**src/rtl/pipe_pkg.sv**
```systemverilog
// Shared types and constants for the inter-stage pipeline registers.
// The payload is six 32-bit fields packed as {EXT, RT, RS, PC8, PC4, IR}.
package pipe_pkg;

    typedef enum logic [1:0] {
        EMPTY = 2'd0,
        FULL  = 2'd1,
        SKID  = 2'd2
    } stage_state_t;

    localparam int PIPE_DATA_W = 192;
    localparam int FIELD_W     = 32;
    localparam int IR_LSB      = 0;
    localparam int PC4_LSB     = 32;
    localparam int PC8_LSB     = 64;
    localparam int RS_LSB      = 96;
    localparam int RT_LSB      = 128;
    localparam int EXT_LSB     = 160;

    localparam logic [FIELD_W-1:0] RESET_PC4 = 32'h0000_3004;
    localparam logic [FIELD_W-1:0] RESET_PC8 = 32'h0000_3008;

    localparam logic [PIPE_DATA_W-1:0] PIPE_BUBBLE_DE =
        {32'h0000_0000, 32'h0000_0000, 32'h0000_0000, RESET_PC8, RESET_PC4, 32'h0000_0000};

    function automatic logic [FIELD_W-1:0] get_field(input logic [PIPE_DATA_W-1:0] data,
                                                     input int lsb);
        return data[lsb +: FIELD_W];
    endfunction

endpackage

```
**src/rtl/pipe_skid_slot.sv**
```systemverilog
// One payload register of a pipeline stage; load takes new data, clear
// (or reset) returns it to the bubble payload.
module pipe_skid_slot
    import pipe_pkg::*;
#(
    parameter int                 DATA_W = PIPE_DATA_W,
    parameter logic [DATA_W-1:0]  BUBBLE = PIPE_BUBBLE_DE
) (
    input  logic              clk,
    input  logic              reset,
    input  logic              load,
    input  logic              clear,
    input  logic [DATA_W-1:0] d,
    output logic [DATA_W-1:0] q
);

    logic [DATA_W-1:0] data_r;

    // Payload register: clear wins over load so a flush always leaves a bubble.
    always_ff @(posedge clk) begin
        if (!reset) begin
            data_r <= BUBBLE;
        end else if (clear) begin
            data_r <= BUBBLE;
        end else if (load) begin
            data_r <= d;
        end else begin
            data_r <= data_r;
        end
    end

    assign q = data_r;

endmodule

```
**src/rtl/pipe_stage_reg.sv**
```systemverilog
// Inter-stage pipeline register: valid/ready handshake, optional skid entry,
// flush to bubble and a saturating stall counter.
module pipe_stage_reg
    import pipe_pkg::*;
#(
    parameter int                 DATA_W      = PIPE_DATA_W,
    parameter logic [DATA_W-1:0]  BUBBLE      = PIPE_BUBBLE_DE,
    parameter bit                 SKID_EN     = 1'b1,
    parameter int                 STALL_CNT_W = 16
) (
    input  logic                   clk,
    input  logic                   reset,
    input  logic                   flush,
    input  logic                   in_valid,
    output logic                   in_ready,
    input  logic [DATA_W-1:0]      in_data,
    output logic                   out_valid,
    input  logic                   out_ready,
    output logic [DATA_W-1:0]      out_data,
    output logic [STALL_CNT_W-1:0] stall_cnt
);

    stage_state_t            state_r, state_next_s;
    logic                    out_valid_r, in_ready_r;
    logic [STALL_CNT_W-1:0]  stall_cnt_r;
    logic                    in_fire_s, out_fire_s;
    logic                    main_load_s, main_clear_s, skid_load_s, skid_clear_s;
    logic [DATA_W-1:0]       main_d_s, main_q_s, skid_q_s;

    // With SKID_EN=0 in_ready_r mirrors "stage empty" and out_ready adds the pass-through term.
    assign in_ready   = in_ready_r | (!SKID_EN && out_ready);
    assign out_valid  = out_valid_r;
    assign out_data   = main_q_s;
    assign stall_cnt  = stall_cnt_r;
    assign in_fire_s  = in_valid && in_ready;
    assign out_fire_s = out_valid_r && out_ready;

    // State register with registered valid/ready flags derived from the next state.
    always_ff @(posedge clk) begin
        if (!reset) begin
            state_r     <= EMPTY;
            out_valid_r <= 1'b0;
            in_ready_r  <= 1'b1;
        end else begin
            state_r     <= state_next_s;
            out_valid_r <= (state_next_s != EMPTY);
            in_ready_r  <= SKID_EN ? (state_next_s != SKID) : (state_next_s == EMPTY);
        end
    end

    // Next-state logic; flush forces EMPTY regardless of handshakes.
    always_comb begin
        state_next_s = state_r;
        if (flush) begin
            state_next_s = EMPTY;
        end else begin
            case (state_r)
                EMPTY: state_next_s = in_fire_s ? FULL : EMPTY;
                FULL: begin
                    if (in_fire_s && !out_fire_s && SKID_EN) begin
                        state_next_s = SKID;
                    end else if (!in_fire_s && out_fire_s) begin
                        state_next_s = EMPTY;
                    end else begin
                        state_next_s = FULL;
                    end
                end
                SKID:    state_next_s = out_fire_s ? FULL : SKID;
                default: state_next_s = EMPTY;
            endcase
        end
    end

    // Payload slot controls for the current state and handshake outcome.
    always_comb begin
        main_load_s  = 1'b0;
        main_clear_s = 1'b0;
        main_d_s     = in_data;
        skid_load_s  = 1'b0;
        skid_clear_s = 1'b0;
        if (flush) begin
            main_clear_s = 1'b1;
            skid_clear_s = 1'b1;
        end else begin
            case (state_r)
                EMPTY: main_load_s = in_fire_s;
                FULL: begin
                    if (in_fire_s && out_fire_s) begin
                        main_load_s = 1'b1;
                    end else if (in_fire_s) begin
                        skid_load_s = 1'b1;
                    end else if (out_fire_s) begin
                        main_clear_s = 1'b1;
                    end else begin
                        main_load_s = 1'b0;
                    end
                end
                SKID: begin
                    if (out_fire_s) begin
                        main_load_s  = 1'b1;
                        main_d_s     = skid_q_s;
                        skid_clear_s = 1'b1;
                    end else begin
                        main_load_s = 1'b0;
                    end
                end
                default: main_clear_s = 1'b1;
            endcase
        end
    end

    // Saturating stall counter; only reset clears it.
    always_ff @(posedge clk) begin
        if (!reset) begin
            stall_cnt_r <= {STALL_CNT_W{1'b0}};
        end else if (out_valid_r && !out_ready && (stall_cnt_r != {STALL_CNT_W{1'b1}})) begin
            stall_cnt_r <= stall_cnt_r + {{(STALL_CNT_W-1){1'b0}}, 1'b1};
        end else begin
            stall_cnt_r <= stall_cnt_r;
        end
    end

    pipe_skid_slot #(.DATA_W(DATA_W), .BUBBLE(BUBBLE)) u_main (
        .clk   (clk),
        .reset (reset),
        .load  (main_load_s),
        .clear (main_clear_s),
        .d     (main_d_s),
        .q     (main_q_s)
    );

    generate
        if (SKID_EN) begin : g_skid
            pipe_skid_slot #(.DATA_W(DATA_W), .BUBBLE(BUBBLE)) u_skid (
                .clk   (clk),
                .reset (reset),
                .load  (skid_load_s),
                .clear (skid_clear_s),
                .d     (in_data),
                .q     (skid_q_s)
            );
        end else begin : g_no_skid
            assign skid_q_s = BUBBLE;
        end
    endgenerate

endmodule
```
**config.mk**
```make
export PLATFORM = sky130hd
export DESIGN_NAME = pipe_stage_reg
export DESIGN_NICKNAME = d
export VERILOG_FILES = /design/src/rtl/pipe_pkg.sv /design/src/rtl/pipe_skid_slot.sv /design/src/rtl/pipe_stage_reg.sv
export SDC_FILE = /design/constraint.sdc
export NUM_CORES = 1
export LEC_CHECK = 0
export CAP_MARGIN = 20
export CORE_AREA = 10 10 206 247
export DETAILED_ROUTE_END_ITERATION = 8
export DIE_AREA = 0 0 216 257
export DONT_BUFFER_PORTS = 1
export PLACE_DENSITY_LB_ADDON = 0.3
export SKIP_CTS_REPAIR_TIMING = 1
export SLEW_MARGIN = 20
export SYNTH_ARGS = -nofsm -noshare
export SYNTH_HDL_FRONTEND = slang
export SYNTH_SLANG_ARGS = --single-unit
export TNS_END_PERCENT = 100
```
**constraint.sdc**
```tcl
create_clock -name clk -period 1.98 [get_ports clk]
set_input_delay 0.297 -clock clk [delete_from_list [all_inputs] [get_ports clk]]
set_output_delay 0.297 -clock clk [all_outputs]
set_load 0.03 [all_outputs]
```
==> summary.txt, run 1 <==
Comb pwr share = 10.5%
Total Neg Setup Slack = 0 ns
Post-Synthesis Cells = 1858
Synth Cell Area = 18100 sq um
H-tree depth = 2
Commonest non-fill, non-tap cell in the layout = dfxtp_1
Final setup viols = 0
Slew headroom = 50.6%
Most frequent cells in the layout = 404 x dfxtp_1, 397 x nand2_1, 378 x a21oi_1, 195 x dlygate4sd3_1, 193 x mux2i_1
Worst-path clk slew = 0.06 ns
Iter 0 DRT Violations = 1072
Aggregate routed wire length = 57600 microns
DR WL/cell = 21.7 microns
DRT Pass-1 Iters = 5
Non-Filler Instances = 2658
Status = finished with violations
Core Region = 45700 sq um
# rows = 86
Failing checks = hold timing
Number of enable flip-flop cells after synthesis = 0
Hold Crit Start = in_data[67]
Internal power = 13600 uW
Final Total Pwr = 18400 uW
WS Path Type = register to register
Syn. warnings = 0
Hold worst-path end = u_main.q[67]
Critical path, cell by cell = buf_4 > and4bb_2 > a211o_4 > buf_12 > buf_12 > a21oi_1 > a311oi_2
Register area share after synthesis = 44.7%
Seq. cell area = 8090 sq um
Crit Path Max Fanout = 28
Total CTS buffers = 42
Leak = 0.00838 uW
Critical Path Start Type = register
Mean Syn Cell Area = 9.74 sq um
Switching pwr = 4840 uW
Number of remaining DRC errors = 0
FF-to-FF Start = state_r[0]
Hold path cells = 2
Pin slew with the least headroom to its limit = 0.740 ns
Final hold vios = 2
Drt via density = 5.62
Slew Viols, Final = 0
CTS tree = done
Clk_lat worst skew = 0.56 ns
Via count = 14937
Synth Flop Type = dfxtp_1
Worst setup EP type = register
Sw frac = 26.3%
Reg2reg end = u_main.q[26]
Final Wtd Congestion = 0.799
Largest net degree at the start of global routing = 133
Worst EP required = 2.38 ns
Multi-input logic area = 8820 sq um
CTS root buf = clkbuf_16
Count of cell types in the netlist = 47
IO Pins = 407
Fmax = 514 MHz
Crit path arrival time = 2.34 ns
Worst clock skew = 0.0195 ns
Post-synth ARST share = 0%
Die Width = 216 microns
Starting Density = 39.6%
Total track usage = 17.8%
Fin util = 48.5%
Worst hold path class = primary input to register
Layout Nets = 2211
Max cap viols = 0
Max clock buf depth = 3
Vias in the first global route = 12997
Peak per-stage delay on the critical path = 0.32 ns
# clock sinks = 404
Die ar. = 55500 sq um
Clock share of power = 42.0%
Fin crit share = 98.2%
Worst slack, placed = 0.0653 ns
PD cells = 830 nW/um^2
Proportion of layout cells with a drive suffix above 1 = 17.8%
DPL Wire Length = 36900 microns
Placed insts = 2390
Peak supply drop = 0.625 mV
Crit path time final = 1.94 ns
WHS = -0.00375 ns
R2R depth = 7
Syn nets = 2056
Global-route wire length before repair = 79500 microns
Reg2Reg Setup Slack = 0.04 ns
Routed Antenna Nets = 0
Port Buffer Count = 0
Number of fill cells = 4192
Synth Register Bits = 404
Synth-to-Final Area Change = 22.5%
Worst setup margin = 0.0350 ns
Sequential share of power = 47.5%
Die Span Y = 257 microns
Cell mode on critical path = buf_12
Initial antenna violation count = 1
Slowest CP cell = dfxtp_1
Total grt overflow = 0
==> cells in the mapped netlist, types with 2 or more instances <==
cell type,number,area share (%)
and3b_1,2,0.097
buf_8,19,1.6
and2_1,2,0.069
nand2_1,397,8.2
a21o_1,2,0.083
inv_1,3,0.062
nand4_1,5,0.17
buf_1,8,0.17
dfxtp_1,404,45
a211oi_1,2,0.083
buf_2,35,0.97
and3_1,5,0.17
buf_6,24,1.5
nand2b_1,3,0.10
mux2i_1,193,11
a21oi_1,378,10
o21ai_0,12,0.33
or4_1,2,0.083
clkbuf_1,86,1.8
a31oi_1,3,0.10
and4b_1,2,0.11
a311oi_2,186,15
o311ai_0,7,0.34
o31ai_1,2,0.083
nand3_1,13,0.36
nor4_1,2,0.069
buf_4,14,0.58
nor2_1,21,0.44
or3_1,4,0.14
and4_1,2,0.097
clkbuf_4,4,0.17
==> final cells by class <==
cell class,count,share of cell area [%]
repair buffers,302,14.2
multi-input cells,1258,39.7
well taps,616,3.47
inverters,5,0.118
diodes,1,0.0113
flip-flops and latches,404,36.5
clock buffers,64,5.61
clock inverters,8,0.355
==> layer usage <==
layer	vias to the layer above	share of wire [%]	GRT usage, %	routed length, microns
met5	-	0	0	0
met4	0	2.9	5.83	1700
met3	122	8.8	7.35	5080
met2	508	50	30.9	29100
met1	7270	38	19.2	21800
li1	7037	-	-	-
==> sequential cells by signal, summed over array words and instances (netlist names) <==
register         flops
out_valid            1
in_ready             1
stall_cnt           16
g_skid.u_skid.q    192
u_main.q           192
state_r              2
==> stage by stage <==
stage | hold slack [ns] | cell area, sq um
CTS | -0.173 | 20200
global placement | 0.426 | 18900
floorplan | 0.420 | 18100
global route | 0.0184 | 22200
finish | -0.00375 | 22200
detailed placement | 0.429 | 18900
==> how the worst max path moves through the flow <==
stage | start | end | slack, ns
6_report | state_r[0] | u_main.q[26] | 0.04
5_1_grt | state_r[0] | u_main.q[26] | -0.01
4_1_cts | out_valid | u_main.q[80] | 0.07
3_5_place_dp | out_valid | u_main.q[51] | 0.07
3_3_place_gp | out_valid | u_main.q[80] | 0.14
2_1_floorplan | out_valid | u_main.q[15] | 0.04
==> critical path, delay by kind of cell (launching register included) <==
family / cells / cell delay (ns)
DFF: 1 / 0.32
buffers and inverters: 3 / 0.51
and+or+nand+nor: 1 / 0.25
AOI/OAI and AO/OA: 3 / 0.66
==> cell families after synthesis <==
family | synth area share (%)
AO/OA/AOI/OAI | 27.2
AND/OR/NAND/NOR | 10.4
flip-flops | 44.7
buffers and inverters | 6.95
multiplexers | 10.7
XOR/XNOR | 0.0484
adder cells (fa/ha/maj) | 0.0691
==> power groups by stage <==
stage / clock [uW] / sequential (uW) / combinational (uW)
after floorplan: 0 / 8860 / 1320
after global placement: 0 / 8930 / 1520
after global routing: 8210 / 8760 / 2070
after CTS: 7910 / 8750 / 1560
final: 7730 / 8750 / 1930
after detailed placement: 0 / 8930 / 1560
(Power assumes the default switching activity.)
==> inputs of run 2 (changes only) <==
==> constraint.sdc (replaced) <==
create_clock -name clk -period 1.98 [get_ports clk]
set_input_delay 0.495 -clock clk [delete_from_list [all_inputs] [get_ports clk]]
set_output_delay 0.495 -clock clk [all_outputs]
set_load 0.03 [all_outputs]
==> run 2 against run 1 <==
Net effect: the run now ends clean; worst hold slack better by 0.067 ns; clock-buffer cell count down 1; critical path depth down 1; sequential cell count unchanged; via count down 7.9%; cell count down 6.4%; sequential power about the same; critical path type unchanged; largest cell class unchanged.
==> summary.txt, run 2 (same netlist as run 1, synthesis figures left out) <==
# rows = 86
Worst hold path class = primary input to register
Internal power = 13500 uW
H-tree depth = 2
Leak = 0.00780 uW
Comb pwr share = 8.9%
Worst EP required = 2.39 ns
Drt via density = 5.53
Crit path arrival time = 2.28 ns
DR WL/cell = 21.0 microns
Aggregate routed wire length = 52300 microns
Total CTS buffers = 44
CP Capture Point = u_main.q[181]
Worst Setup SP = state_r[0]
Worst setup EP type = register
Die Span Y = 257 microns
Reg2reg end = u_main.q[181]
Met3 wire length = 4450 microns
Layout Nets = 2043
Met2 WL post-DR = 26000 microns
Via count = 13754
Worst slack, placed = 0.00387 ns
Worst setup margin = 0.108 ns
Pin slew with the least headroom to its limit = 0.537 ns
Max cap viols = 0
Slew headroom = 64.2%
Switching pwr = 4750 uW
Slew Viols, Final = 0
# clock sinks = 404
Total Neg Setup Slack = 0 ns
Total track usage = 17.8%
Design area = 20700 sq um
Largest net degree at the start of global routing = 99
Critical Path Start Type = register
Core Region = 45700 sq um
DRT Pass-1 Iters = 5
Fmax = 534 MHz
Final setup viols = 0
Worst-path clk slew = 0.06 ns
Commonest non-fill, non-tap cell in the layout = dfxtp_1
Die Width = 216 microns
Global-route wire length before repair = 79300 microns
Routed Antenna Nets = 0
FF-to-FF Start = state_r[0]
Final hold vios = 0
Starting Density = 39.6%
Clk_lat worst skew = 0.56 ns
Vias in the first global route = 12907
Crit Path Max Fanout = 30
Peak supply drop = 0.556 mV
R2R depth = 6
Ant. Diodes = 0
CTS tree = done
Sw frac = 26.0%
WS Path Type = register to register
Fin crit share = 94.6%
Dpl cell area = 19300 sq um
Most frequent cells in the layout = 403 x dfxtp_1, 397 x nand2_1, 378 x a21oi_1, 193 x mux2i_1, 186 x a311oi_2
Die ar. = 55500 sq um
CTS root buf = clkbuf_16
Max clock buf depth = 3
IO Pins = 407
Reg2Reg Setup Slack = 0.11 ns
PD cells = 885 nW/um^2
Sequential share of power = 47.8%
Status = complete, no violations
Clock share of power = 43.2%
DPL Wire Length = 37700 microns
RSZ-0062 raised after global routing = false
Synth-to-Final Area Change = 14.1%
Iter 0 DRT Violations = 805
Initial antenna violation count = 0
Total grt overflow = 0
Proportion of layout cells with a drive suffix above 1 = 21.0%
WHS = 0.0635 ns
Met1 WL = 20200 microns
Port Buffer Count = 0
DR top layer = met4
Crit path time final = 1.87 ns
Final Wtd Congestion = 0.812
Worst clock skew = 0.0163 ns
Number of remaining DRC errors = 0
run 2: routing by layer:
metal | track usage, % | vias to the layer above
li1 | - | 6689
met1 | 19.8 | 6592
met2 | 30.7 | 392
met3 | 6.30 | 81
met4 | 6.18 | 0
met5 | 0 | -
run 2: layout make-up:
class	count	area, sq um
clock buffer	63	1280
multi-input combinational	1258	8810
clock inverter	10	92.6
fill	4305	25100
timing repair buffer	132	1580
tap	616	771
sequential	404	8090
inverter	5	26.3
run 2: worst min path at each step:
stage,from,end,slack [ns],depth (start not counted)
finish,in_data[67],g_skid.u_skid.q[67],0.06,2
detailed placement,g_skid.u_skid.q[43],g_skid.u_skid.q[43],0.44,2
CTS,in_data[72],g_skid.u_skid.q[72],0.03,2
floorplan,g_skid.u_skid.q[0],g_skid.u_skid.q[0],0.44,2
global placement,g_skid.u_skid.q[71],g_skid.u_skid.q[71],0.44,2
global route,in_data[144],g_skid.u_skid.q[144],0.04,2
run 2: worst max-delay path: stages (launching register included):
cell	delay, ns
dfxtp_1	0.39
and4b_2	0.31
a211o_4	0.36
buf_12	0.20
buf_12	0.20
a21oi_1	0.21
a311oi_2	0.06
run 2: through the flow:
step                cells  power (uW)  util (%)
finish               2488       18300      45.2
global placement     2414       10500      42.1
detailed placement   2414       10600      42.1
CTS                  2487       18500      45.1
floorplan            1858       10200         -
global route         2488       18900      45.2
run 2: power groups by stage:
stage          combinational [uW]  sequential (uW)  clock (uW)
3_3_place_gp                 1590             8930           0
3_5_place_dp                 1630             8930           0
5_1_grt                      1770             8760        8400
4_1_cts                      1640             8750        8130
6_report                     1630             8750        7910
2_1_floorplan                1320             8860           0
